===== src/rtl/gpio_pkg.sv =====
`default_nettype none
// ============================================================================
// Module      : gpio_pkg
// Description : Shared types and constants for the bidirectional GPIO pad
//               sequencer. Holds the sequencer state encoding, the default
//               pad bus width and small state-decode helpers used by the
//               sequencer.
// Contents    : gpio_state_e   - sequencer state encoding
//               GPIO_W         - default pad bus width
//               state_is_idle  - 1 in states that accept a command
//               state_drives   - 1 in states where the pad is driven
// Revision    : 1.0  initial release
// ============================================================================
package gpio_pkg;

    // Default width of the pad bank handled by one sequencer.
    localparam int GPIO_W = 8;

    // IDLE_IN  : bus released, ready for a command.
    // IDLE_OUT : bus driven with the last written data, ready for a command.
    // TURN_OUT : released, waiting for the far end to stop driving.
    // TURN_IN  : released after driving, waiting before sampling.
    // DRIVE    : driving freshly written data for the minimum hold time.
    // SETTLE   : released, letting the pad and input register settle.
    typedef enum logic [2:0] {
        IDLE_IN  = 3'd0,
        IDLE_OUT = 3'd1,
        TURN_OUT = 3'd2,
        TURN_IN  = 3'd3,
        DRIVE    = 3'd4,
        SETTLE   = 3'd5
    } gpio_state_e;

    // States in which a new command may be accepted.
    function automatic logic state_is_idle(input gpio_state_e s);
        return (s == IDLE_IN) || (s == IDLE_OUT);
    endfunction

    // States in which the pad buffer is enabled.
    function automatic logic state_drives(input gpio_state_e s);
        return (s == DRIVE) || (s == IDLE_OUT);
    endfunction

endpackage : gpio_pkg
`default_nettype wire


===== src/rtl/gpio_bidir_seq.sv =====
`default_nettype none
// ============================================================================
// Module      : gpio_bidir_seq
// Description : Command sequencer for one bidirectional GPIO pad bank sitting
//               in front of the IOBUF wrapper. Accepts single read/write
//               commands, inserts turnaround cycles on every change of bus
//               direction, holds written data on the pad, and returns read
//               data after a settle delay. The pad is released (gpio_t_o=1)
//               whenever the far end may still be driving it, and is released
//               immediately when reset is asserted.
// Ports       : clk, rst_n            - clock, asynchronous active-low reset
//               cmd_valid/cmd_ready   - command handshake
//               cmd_write, cmd_wdata  - command kind and write data
//               rsp_valid, rsp_rdata  - single-cycle read-data strobe + data
//               busy                  - high outside the two idle states
//               gpio_dout_o           - data to wrapper din_i
//               gpio_t_o              - to wrapper in_not_out_i (1=released)
//               gpio_din_i            - registered pad data from wrapper dout_o
// Revision    : 1.0  initial release
// ============================================================================
module gpio_bidir_seq
    import gpio_pkg::*;
#(
    parameter int WIDTH      = GPIO_W,
    parameter int TURN_CYC   = 2,
    parameter int HOLD_CYC   = 1,
    parameter int SETTLE_CYC = 2
) (
    input  logic             clk,
    input  logic             rst_n,
    input  logic             cmd_valid,
    output logic             cmd_ready,
    input  logic             cmd_write,
    input  logic [WIDTH-1:0] cmd_wdata,
    output logic             rsp_valid,
    output logic [WIDTH-1:0] rsp_rdata,
    output logic             busy,
    output logic [WIDTH-1:0] gpio_dout_o,
    output logic             gpio_t_o,
    input  logic [WIDTH-1:0] gpio_din_i
);

    // ------------------------------------------------------------------------
    // Elaboration-time parameter sanity
    // ------------------------------------------------------------------------
    generate
        if (HOLD_CYC < 1) begin : g_bad_hold
            $error("gpio_bidir_seq: HOLD_CYC must be >= 1");
        end
        if (SETTLE_CYC < 1) begin : g_bad_settle
            $error("gpio_bidir_seq: SETTLE_CYC must be >= 1");
        end
        if (TURN_CYC < 0) begin : g_bad_turn
            $error("gpio_bidir_seq: TURN_CYC must be >= 0");
        end
    endgenerate

    // ------------------------------------------------------------------------
    // Shared down-counter sizing. Each timed state loads N-1 on entry and
    // leaves when the count reaches 0, so the counter only has to hold
    // max(N)-1.
    // ------------------------------------------------------------------------
    localparam int C_MAX_A = (TURN_CYC > HOLD_CYC) ? TURN_CYC : HOLD_CYC;
    localparam int C_MAX   = (C_MAX_A > SETTLE_CYC) ? C_MAX_A : SETTLE_CYC;
    localparam int CNT_W   = (C_MAX > 1) ? $clog2(C_MAX) : 1;

    localparam logic [CNT_W-1:0] C_TURN_LOAD   =
        CNT_W'((TURN_CYC > 0) ? (TURN_CYC - 1) : 0);
    localparam logic [CNT_W-1:0] C_HOLD_LOAD   =
        CNT_W'((HOLD_CYC > 0) ? (HOLD_CYC - 1) : 0);
    localparam logic [CNT_W-1:0] C_SETTLE_LOAD =
        CNT_W'((SETTLE_CYC > 0) ? (SETTLE_CYC - 1) : 0);

    // Turnaround state is bypassed entirely when TURN_CYC is zero.
    localparam logic C_HAS_TURN = (TURN_CYC > 0);

    // ------------------------------------------------------------------------
    // State and registered outputs
    // ------------------------------------------------------------------------
    gpio_state_e      r_state;
    logic [CNT_W-1:0] r_cnt;
    logic             r_t;
    logic [WIDTH-1:0] r_dout;
    logic             r_rsp_valid;
    logic [WIDTH-1:0] r_rsp_rdata;

    logic             w_cnt_last;
    logic             w_accept;

    assign w_cnt_last = (r_cnt == '0);
    assign w_accept   = cmd_valid && state_is_idle(r_state);

    // r_t is kept equal to !state_drives(r_state) at all times: every
    // transition below sets it together with the next state, so the pad
    // enable is a flop output rather than a state decode. Its asynchronous
    // reset to 1 releases the pad the instant rst_n falls.
    always_ff @(posedge clk or negedge rst_n) begin
        if (!rst_n) begin
            r_state     <= IDLE_IN;
            r_cnt       <= '0;
            r_t         <= 1'b1;
            r_dout      <= '0;
            r_rsp_valid <= 1'b0;
            r_rsp_rdata <= '0;
        end else begin
            r_rsp_valid <= 1'b0;

            case (r_state)
                IDLE_IN: begin
                    if (w_accept) begin
                        if (cmd_write) begin
                            r_dout <= cmd_wdata;
                            if (C_HAS_TURN) begin
                                // Far end may still drive: wait released.
                                r_state <= TURN_OUT;
                                r_cnt   <= C_TURN_LOAD;
                            end else begin
                                r_state <= DRIVE;
                                r_cnt   <= C_HOLD_LOAD;
                                r_t     <= 1'b0;
                            end
                        end else begin
                            // Already released: go straight to settling.
                            r_state <= SETTLE;
                            r_cnt   <= C_SETTLE_LOAD;
                        end
                    end
                end

                IDLE_OUT: begin
                    if (w_accept) begin
                        if (cmd_write) begin
                            // Same direction: no turnaround needed.
                            r_dout  <= cmd_wdata;
                            r_state <= DRIVE;
                            r_cnt   <= C_HOLD_LOAD;
                        end else begin
                            r_t <= 1'b1;
                            if (C_HAS_TURN) begin
                                r_state <= TURN_IN;
                                r_cnt   <= C_TURN_LOAD;
                            end else begin
                                r_state <= SETTLE;
                                r_cnt   <= C_SETTLE_LOAD;
                            end
                        end
                    end
                end

                TURN_OUT: begin
                    if (w_cnt_last) begin
                        r_state <= DRIVE;
                        r_cnt   <= C_HOLD_LOAD;
                        r_t     <= 1'b0;
                    end else begin
                        r_cnt <= r_cnt - 1'b1;
                    end
                end

                TURN_IN: begin
                    if (w_cnt_last) begin
                        r_state <= SETTLE;
                        r_cnt   <= C_SETTLE_LOAD;
                    end else begin
                        r_cnt <= r_cnt - 1'b1;
                    end
                end

                DRIVE: begin
                    if (w_cnt_last) begin
                        // Keep driving the last data until a read arrives.
                        r_state <= IDLE_OUT;
                        r_cnt   <= '0;
                    end else begin
                        r_cnt <= r_cnt - 1'b1;
                    end
                end

                SETTLE: begin
                    if (w_cnt_last) begin
                        // gpio_din_i is already registered by the wrapper;
                        // the settle window covers that register stage.
                        r_rsp_rdata <= gpio_din_i;
                        r_rsp_valid <= 1'b1;
                        r_state     <= IDLE_IN;
                        r_cnt       <= '0;
                    end else begin
                        r_cnt <= r_cnt - 1'b1;
                    end
                end

                default: begin
                    // Unused encodings recover to the safe, released idle.
                    r_state <= IDLE_IN;
                    r_cnt   <= '0;
                    r_t     <= 1'b1;
                end
            endcase
        end
    end

    // ------------------------------------------------------------------------
    // Outputs
    // ------------------------------------------------------------------------
    assign cmd_ready   = state_is_idle(r_state);
    assign busy        = !state_is_idle(r_state);
    assign rsp_valid   = r_rsp_valid;
    assign rsp_rdata   = r_rsp_rdata;
    assign gpio_dout_o = r_dout;
    assign gpio_t_o    = r_t;

endmodule : gpio_bidir_seq
`default_nettype wire

===== config.mk =====
export PLATFORM = sky130hd
export DESIGN_NAME = gpio_bidir_seq
export DESIGN_NICKNAME = d
export VERILOG_FILES = /design/src/rtl/gpio_pkg.sv /design/src/rtl/gpio_bidir_seq.sv
export SDC_FILE = /design/constraint.sdc
export NUM_CORES = 1
export LEC_CHECK = 0
export BUFFER_PORTS_ARGS = -buffer_cell sky130_fd_sc_hd__buf_4
export CORE_MARGIN = 10
export CORE_UTILIZATION = 40
export DETAILED_ROUTE_END_ITERATION = 10
export PLACE_DENSITY = 0.69
export SYNTH_ARGS = -nofsm -noshare
export SYNTH_HDL_FRONTEND = slang
export SYNTH_SLANG_ARGS = --single-unit
export TNS_END_PERCENT = 50

===== constraint.sdc =====
create_clock -name clk -period 2 [get_ports clk]
set_input_delay 0.2 -clock clk [delete_from_list [all_inputs] [get_ports clk]]
set_output_delay 0.2 -clock clk [all_outputs]
set_load 0.005 [all_outputs]

==> flow_summary_export.csv, run 1 <==
group,metric,value,unit
status,status,"completed",
cells_and_area,fill_cells,184,
power_and_ir_drop,peakVddDrop,0.829,mV
power_and_ir_drop,pwr-share-clk,12.2,%
route,ant_nets,0,
yosys,async_flop_share,100,%
floorplan,die_y,68.7,um
yosys,synth_top_area_cell,"dfrtp_1",
cts,cts_resized,0,
floorplan,die_w,68.7,um
yosys,synth_area_per_cell,14.6,um2
timing,relSlewSlack,70.7,%
route,vias,640,
worst_setup_path,worstPathCellList,"nand2b_4 -> nor3b_4 -> mux2_2",
yosys,synth_top_area_share,55.5,%
place,pre_cts_slack,0.481,ns
worst_setup_path,cp_slowest_cell,"dfrtp_1",
worst_setup_path,worst-endpoint-arrival,1.72,ns
timing,period_minus_slack,1.53,ns
timing,fin_ws,0.466,ns
timing,worstMarginPinSlew,0.440,ns
worst_setup_path,critical_path_buf_inv_count,0,
cts,path_clk_slew,0.12,ns
route,met3WireLength,229,um
floorplan,initial_core_util,42.4,%
yosys,syn_area,947,um2
worst_setup_path,critPathTopFamily,"simple AND/OR/NAND/NOR gates",
timing,fin_crit_sh,76.7,%
yosys,synth.area.top_cells,"dfrtp_1 (55%), mux2_2 (19%), dfstp_2 (2.8%)",
cts,clkLatencyLatePin,0.29,ns
place,dp_hpwl,1.63,mm
timing,fin_skew,0.00502,ns
route,vias_per_cell,4.78,
yosys,synth_seq_area_share,58.3,%
cts,clkSinkCount,22,
worst_setup_path,worstSetupPathType,"reg -> reg",
worst_setup_path,worst_setup_path_end_kind,"register",
place,gp_congestion,0.784,
power_and_ir_drop,power.switching,0.000586,W
floorplan,rows,17,
cells_and_area,fin_nets,127,
power_and_ir_drop,power.density,1480,nW/um2
power_and_ir_drop,p_leak,0.604,nW
route,wl_met1,906,um
global_route,grt_pass1_vias,653,
route,first_iter_violations,5,
cells_and_area,syn_to_final_growth,36.7,%
route,drc,0,
cells_and_area,final-seq-area,552,um2
worst_setup_path,worstPathRequired,2.19,ns
cells_and_area,drive_above_1_share,61.3,%
route,highest_layer,"met4",
global_route,grt.total_usage,8.50,%
worst_setup_path,path_max_fanout,8,
route,wire_per_inst,15.2,um
global_route,antenna_found_initial,0,
yosys,synth-main-ff-cell,"dfrtp_1",
cts,post_cts_buffers,0,
yosys,synth_cell_types,25,
route,wl_met2,891,um
timing,rsz0062_at_grt,"no",
cts,cts_tree,"built",
cts,clock_path_buffers,2,
place,numPortBuffers,39,
cells_and_area,multi_input_area,362,um2
floorplan,io_pins,40,
yosys,postSynthCellCount,65,
power_and_ir_drop,p_int,0.00133,W
route,wirelength,2.04,mm
timing,final_hold_viol_count,0,
worst_setup_path,slowest_delay,0.44,ns
cells_and_area,diodes,0,
cts,cts_hold_buf,1,
power_and_ir_drop,sequentialPowerShare,43.8,%
yosys,syn_nets,85,
yosys,yosys_warnings,0,
timing,fmax,0.652,GHz
yosys,synth-edff-count,0,
worst_setup_path,start_kind,"register",
floorplan,die_area,4710,um2
route,first_pass_iters,4,
global_route,grt_overflow,0,
global_route,grt_pass1_wl,3.11,mm
run,maxCapViolations,0,
power_and_ir_drop,sw_frac_of_total,30.6,%
cts,cts_max_level,1,
power_and_ir_drop,p_comb_share,44.0,%
cts,cts_buffers,3,
global_route,grt_max_degree,23,
yosys,ys_ff_latch,22,
timing,fin_tns_setup,0,ns
timing,setup_violations,0,
floorplan,core_area,2230,um2
hold_path,hold_class,"in -> reg",
cts,root_buffer,"clkbuf_4",
timing,drv_slew,0,
==> synth_stat cells (2+ instances only) <==
library cell	instances
mux2_2	16
buf_6	2
dfrtp_1	21
inv_1	2
nand2_1	2
nand3b_1	2
nor2_1	2
==> stage by stage <==
step	power [W]	hold WS, ns	utilization [%]	std cells	instance area (um2)
2_1_floorplan	0.00130	-0.0956	-	65	947
3_3_place_gp	0.00169	0.102	55.9	129	1250
3_5_place_dp	0.00172	0.0994	55.9	129	1250
4_1_cts	0.00195	0.118	58.0	134	1290
5_1_grt	0.00206	0.104	58.0	134	1290
6_report	0.00192	0.128	58.0	134	1290
==> placed cells by master (no fill, tap or decap) <==
cell type       n
nand3b_1        2
dfrtp_1        21
nor3b_4         1
xor2_1          1
o32a_1          1
xnor2_1         1
and3_4          1
nor3b_1         1
nand2_1         2
or2_2           1
a221oi_1        1
o221ai_1        1
o211ai_1        1
clkbuf_4        3
inv_1           2
o31a_1          1
buf_4          39
clkbuf_8        1
nand3_1         1
nor2b_4         1
dlygate4sd3_1   1
nor2_1          2
mux2_2         16
dfstp_2         1
a2bb2oi_1       1
a21oi_1         1
nand2b_4        1
==> logic make-up after synthesis <==
family                    after synthesis  synth area share, %
AOI/OAI and AO/OA                       7                 6.08
buffers and inverters                   5                 3.57
and+or+nand+nor                        13                 11.2
muxes                                  16                 19.0
xor gates and xnor gates                2                 1.85
DFF                                    22                 58.3
==> power by group through the flow <==
stage	sequential (W)	clock [W]	combinational, W
after floorplan	0.000809	0	0.000489
after global placement	0.000842	0	0.000846
after detailed placement	0.000853	0	0.000864
after CTS	0.000843	0.000244	0.000866
after global routing	0.000875	0.000265	0.000920
final	0.000840	0.000234	0.000843
==> registers in the layout, indices dropped and copies added, names as in the netlist <==
| register | flops |
|---|---|
| r_state | 3 |
| r_cnt | 1 |
| rsp_rdata | 8 |
| gpio_dout_o | 8 |
| rsp_valid | 1 |
| gpio_t_o | 1 |
==> routing by layer <==
| metal | track usage, % | vias to the layer above |
|---|---|---|
| li1 | - | 312 |
| met3 | 3.38 | 2 |
| met5 | 0 | - |
| met2 | 13.0 | 28 |
| met1 | 10.9 | 298 |
| met4 | 2.26 | 0 |
==> path summary, 6_finish.rpt <==
check	start	endpoint	slack [ns]	depth (start not counted)
setup reg to reg	r_state[1]	gpio_dout_o[7]	0.47	3
max in group asynchronous	rst_n	gpio_t_o	1.42	2
min in group asynchronous	rst_n	gpio_dout_o[6]	0.31	2
setup / recovery	r_state[1]	gpio_dout_o[7]	0.47	3
hold / removal	cmd_wdata[5]	gpio_dout_o[5]	0.13	2
hold reg to reg	rsp_rdata[7]	rsp_rdata[7]	0.52	1
==> cell type report <==
cell class / count / share of cell area (%)
Tap cell: 28 / 2.71
Clock buffer: 4 / 2.80
Sequential cell: 22 / 42.6
Multi-Input combinational cell: 38 / 27.9
Timing Repair Buffer: 40 / 23.4
Inverter: 2 / 0.580
Note: power is estimated with default switching activity, not from simulation.
==> inputs of run 2 (changes only) <==
ABC_AREA = 1   (was unset)
clock period = 1.3 ns   (was 2 ns; I/O delays follow)
==> flow_summary_export.csv, run 2 <==
group,metric,value,unit
yosys,synth_area_per_cell,8.45,um2
cells_and_area,drive_above_1_share,41.2,%
cts,clock_path_buffers,2,
global_route,grt.total_usage,9.93,%
route,wl_met1,1.15,mm
yosys,synth-edff-count,0,
timing,setup_violations,0,
cts,path_clk_slew,0.13,ns
timing,relSlewSlack,81.7,%
power_and_ir_drop,p_leak,0.824,nW
worst_setup_path,critPathTopFamily,"flip-flops",
route,wl_met2,1.31,mm
floorplan,initial_core_util,41.1,%
timing,fin_ws,0.0508,ns
power_and_ir_drop,peakVddDrop,1.18,mV
floorplan,rows,19,
cells_and_area,fin_util,56.4,%
cells_and_area,syn_to_final_growth,37.1,%
route,vias_per_cell,4.93,
cells_and_area,final_common_cell,"buf_4",
worst_setup_path,cp_slowest_cell,"dfrtp_2",
yosys,yosys-top-cells-count,"nand2_1 (41), dfrtp_1 (21), inv_1 (16)",
cts,clkLatencyLatePin,0.31,ns
worst_setup_path,path_max_fanout,8,
worst_setup_path,critical_path_buf_inv_count,3,
floorplan,die_area,5300,um2
global_route,grt_pass1_vias,1008,
route,wirelength,2.66,mm
global_route,antenna_found_initial,0,
timing,fin_skew,0.0107,ns
route,met3WireLength,171,um
route,highest_layer,"met4",
timing,whs,0.0124,ns
yosys,syn_nets,152,
floorplan,die_w,72.8,um
yosys,yosys_warnings,0,
timing,drv_slew,0,
global_route,grt_pass1_wl,4.39,mm
yosys,synth_seq_area_share,49.5,%
hold_path,whs_path_depth,3,
yosys,syn_area,1110,um2
timing,final_hold_viol_count,0,
global_route,grt_overflow,0,
timing,worstMarginPinSlew,0.275,ns
timing,fmax,0.801,GHz
route,first_iter_violations,69,
route,ant_nets,0,
yosys,synth.area.top_cells,"dfrtp_1 (47%), nand2_1 (14%), nand3_1 (6.3%)",
worst_setup_path,slowest_delay,0.49,ns
hold_path,hold_class,"in -> reg",
worst_setup_path,worst-endpoint-arrival,1.12,ns
yosys,synth_most_common_cell,"nand2_1",
timing,period_minus_slack,1.25,ns
cells_and_area,diodes,0,
floorplan,io_pins,40,
yosys,ys_ff_latch,22,
status,status,"completed",
worst_setup_path,worstPathRequired,1.17,ns
cts,clkSinkCount,22,
timing,fin_crit_sh,96.1,%
cells_and_area,layout_common_cells,"buf_4 (44), nand2_1 (39), dfrtp_1 (19)",
global_route,grt_max_degree,23,
cts,cts_max_level,1,
run,maxCapViolations,0,
yosys,async_flop_share,100,%
cts,cts_tree,"built",
route,wire_per_inst,12.8,um
route,vias,1026,
worst_setup_path,worst_setup_path_end_kind,"output port",
worst_setup_path,start_kind,"register",
place,pre_cts_slack,0.0597,ns
timing,fin_tns_setup,0,ns
place,dp_hpwl,2.07,mm
floorplan,die_y,72.8,um
place,numPortBuffers,39,
cts,root_buffer,"clkbuf_4",
yosys,synth_top_area_cell,"dfrtp_1",
yosys,synth_cell_types,19,
route,drc,0,
cells_and_area,fin_nets,198,
worst_setup_path,rr_worst_depth,7,
yosys,synth_top_area_share,47.1,%
worst_setup_path,worstPathCellList,"inv_2 -> nand2_4 -> inv_4 -> buf_6",
cells_and_area,fill_cells,258,
floorplan,core_area,2710,um2
worst_setup_path,crit_cells,4,
power_and_ir_drop,power,0.00362,W
worst_setup_path,worstSetupPathType,"reg -> out",
cts,cts_buffers,3,
yosys,synth-main-ff-cell,"dfrtp_1",
route,first_pass_iters,5,
timing,rsz0062_at_grt,"yes",
power_and_ir_drop,power.density,2370,nW/um2
yosys,postSynthCellCount,132,
place,gp_congestion,0.901,
run 2: timing repair:
action | in CTS | in global routing
hold buffers | 1 | 0
resized for setup | 2 | 8
cloned | 0 | 0
endpoints found under the hold margin | 22 | 0
pin swaps | 0 | 1
setup buffers | 0 | 3
endpoints found under the setup margin | 1 | 15
run 2: final cells by class:
cell class / instances / area [um2] / share of cell area (%)
flip-flops and latches: 22 / 554 / 36.3
clock buffers: 3 / 22.5 / 1.47
well taps: 31 / 38.8 / 2.54
clock inverters: 1 / 30.0 / 1.96
multi-input cells: 87 / 462 / 30.2
inverters: 18 / 70.1 / 4.58
repair buffers: 46 / 352 / 23.0
run 2: stage by stage:
step / cell area [um2] / instances
6_report: 1530 / 208
5_1_grt: 1530 / 208
4_1_cts: 1490 / 205
3_5_place_dp: 1420 / 200
3_3_place_gp: 1420 / 200
2_1_floorplan: 1110 / 132
run 2: worst paths after layout:
kind,start,end,slack [ns]
min in group asynchronous,rst_n,rsp_rdata[6],0.22
max in group asynchronous,rst_n,gpio_t_o,0.79
setup reg to reg,r_state[1],gpio_t_o,0.07
setup / recovery,r_state[1],cmd_ready,0.05
hold / removal,gpio_din_i[5],rsp_rdata[5],0.01
hold reg to reg,gpio_t_o,gpio_t_o,0.47
run 2: per-layer routing:
layer  GRT usage (%)  up-vias
li1                -      505
met1            11.8      474
met2            16.2       41
met3            3.27        6
met4            3.80        0
met5               0        -
run 2: cells by family after synthesis:
kind of cell    share of synthesized area (%)
buf+inv                                  10.2
simple gates                             29.1
compound gates                           11.2
flops                                    49.5
run 2: tightest hold or removal path: stages:
cell     delay (ns)
buf_4          0.08
nand2_1        0.04
nand2_1        0.05
run 2: where the power goes:
group          total [W]  internal (W)  switching, W
logic            0.00184      0.000883      0.000955
clock network   0.000518      0.000312      0.000206
registers        0.00127       0.00103      0.000231
total            0.00362       0.00223       0.00139
==> inputs of run 3 (changes only) <==
PLACE_DENSITY = 0.75   (was 0.69)
==> flow_summary_export.csv, run 3 (synthesis results as in run 2) <==
group,metric,value,unit
place,pre_cts_slack,0.0656,ns
place,numPortBuffers,39,
timing,fin_ws,0.0331,ns
status,status,"completed",
global_route,grt_overflow,0,
timing,setup_violations,0,
cells_and_area,multi_input_area,457,um2
timing,fmax,0.789,GHz
global_route,grt_max_degree,23,
worst_setup_path,path_max_fanout,5,
power_and_ir_drop,sw_frac_of_total,38.3,%
cts,root_buffer,"clkbuf_4",
floorplan,die_w,72.8,um
worst_setup_path,crit_top_cell,"inv_2",
floorplan,die_area,5300,um2
power_and_ir_drop,peakVddDrop,1.26,mV
timing,fin_crit_sh,97.5,%
worst_setup_path,slowest_delay,0.44,ns
floorplan,rows,19,
floorplan,initial_core_util,41.1,%
timing,relSlewSlack,82.2,%
global_route,grt_pass1_vias,999,
global_route,grt_pass1_wl,4.40,mm
route,wirelength,2.65,mm
worst_setup_path,start_kind,"register",
floorplan,io_pins,40,
power_and_ir_drop,power,0.00358,W
timing,worstMarginPinSlew,0.267,ns
route,wire_per_inst,12.8,um
cts,path_clk_slew,0.12,ns
worst_setup_path,worstSetupPathType,"reg -> out",
cells_and_area,syn_to_final_growth,36.7,%
global_route,grt.total_usage,9.99,%
power_and_ir_drop,p_leak,0.821,nW
route,first_iter_violations,93,
cts,clkSinkCount,22,
cells_and_area,fill_cells,258,
cells_and_area,diodes,0,
worst_setup_path,critical_path_buf_inv_count,3,
route,ant_nets,0,
power_and_ir_drop,pwr-share-clk,14.3,%
cts,cts_buffers,3,
cts,clock_path_buffers,2,
worst_setup_path,worstPathRequired,1.17,ns
timing,fin_skew,0.00686,ns
worst_setup_path,cp_slowest_cell,"dfrtp_1",
route,vias,1005,
worst_setup_path,critPathTopFamily,"flip-flops",
cts,cts_max_level,1,
place,dp_hpwl,2.10,mm
power_and_ir_drop,p_comb_share,50.4,%
worst_setup_path,worstPathCellList,"inv_2 -> nand2_2 -> inv_2 -> buf_6",
route,first_pass_iters,4,
route,drc,0,
cells_and_area,final_common_cell,"buf_4",
cells_and_area,layout_common_cells,"buf_4 (43), nand2_1 (40), dfrtp_1 (19)",
timing,whs,0.0157,ns
cts,cts_tree,"built",
power_and_ir_drop,power.density,2350,nW/um2
floorplan,core_area,2710,um2
timing,rsz0062_at_grt,"yes",
power_and_ir_drop,p_int,0.00221,W
worst_setup_path,worst_setup_path_end_kind,"output port",
power_and_ir_drop,sequentialPowerShare,35.3,%
timing,final_hold_viol_count,0,
run,maxCapViolations,0,
cells_and_area,drive_above_1_share,40.7,%
power_and_ir_drop,power.switching,0.00137,W
timing,period_minus_slack,1.27,ns
worst_setup_path,worst-endpoint-arrival,1.14,ns
cells_and_area,final-seq-area,554,um2
floorplan,die_y,72.8,um
cells_and_area,fin_nets,198,
worst_setup_path,r2r_slack,0.07,ns
cells_and_area,fin_util,56.2,%
hold_path,hold_class,"in -> reg",
timing,drv_slew,0,
place,gp_congestion,0.811,
cts,clkLatencyLatePin,0.30,ns
global_route,antenna_found_initial,0,
route,vias_per_cell,4.83,
-- run 3: power by group through the flow --
stage / Combinational, W / Sequential [W] / Clock (W)
5_1_grt: 0.00203 / 0.00131 / 0.000559
3_5_place_dp: 0.00176 / 0.00126 / 0
3_3_place_gp: 0.00173 / 0.00125 / 0
6_report: 0.00180 / 0.00126 / 0.000512
2_1_floorplan: 0.00102 / 0.00124 / 0
4_1_cts: 0.00177 / 0.00125 / 0.000522
-- run 3: through the flow --
step / instance area, um2 / setup TNS (ns) / instances
finish: 1520 / 0 / 208
CTS: 1490 / 0 / 206
floorplan: 1110 / 0 / 132
detailed placement: 1430 / 0 / 201
global placement: 1430 / 0 / 201
global route: 1520 / -0.0544 / 208
-- run 3: final timing paths --
path                                   to  cells past startpoint     startpoint
min in group asynchronous    rsp_rdata[6]                      2          rst_n
setup / recovery                cmd_ready                      4     r_state[2]
setup reg to reg           gpio_dout_o[6]                      6     r_state[2]
hold / removal               rsp_rdata[0]                      3  gpio_din_i[0]
max in group asynchronous        gpio_t_o                      2          rst_n
hold reg to reg                  gpio_t_o                      2       gpio_t_o
-- run 3: metal layers --
| metal | vias to the layer above | routed length (um) | global-route usage (%) |
|---|---|---|---|
| met3 | 4 | 189 | 3.13 |
| met4 | 0 | 23 | 3.80 |
| met5 | - | 0 | 0 |
| met1 | 453 | 1130 | 12.5 |
| li1 | 511 | - | - |
| met2 | 37 | 1310 | 15.6 |
-- run 3: timing repair --
| item | 4_1_cts | 5_1_grt |
|---|---|---|
| setup endpoints to repair | 1 | 12 |
| buffers inserted | 0 | 1 |
| hold buffers | 1 | 1 |
| pin swaps | 0 | 1 |
| gates resized for setup | 2 | 5 |
| hold endpoints to repair | 22 | 1 |
-- run 3: layout make-up --
class	instances	area share (%)
sequential	22	36.4
multi-input combinational	87	30.0
tap	31	2.55
timing repair buffer	46	23.2
clock buffer	3	1.48
clock inverter	1	1.97
inverter	18	4.43
-- run 3: worst register-to-register path, cell delays in order (launching register included) --
cell and delay (ns):
dfrtp_1 0.44, inv_2 0.12, nand2_2 0.08, inv_2 0.08
nand3_4 0.19, nand2_1 0.14, o21ai_2 0.05
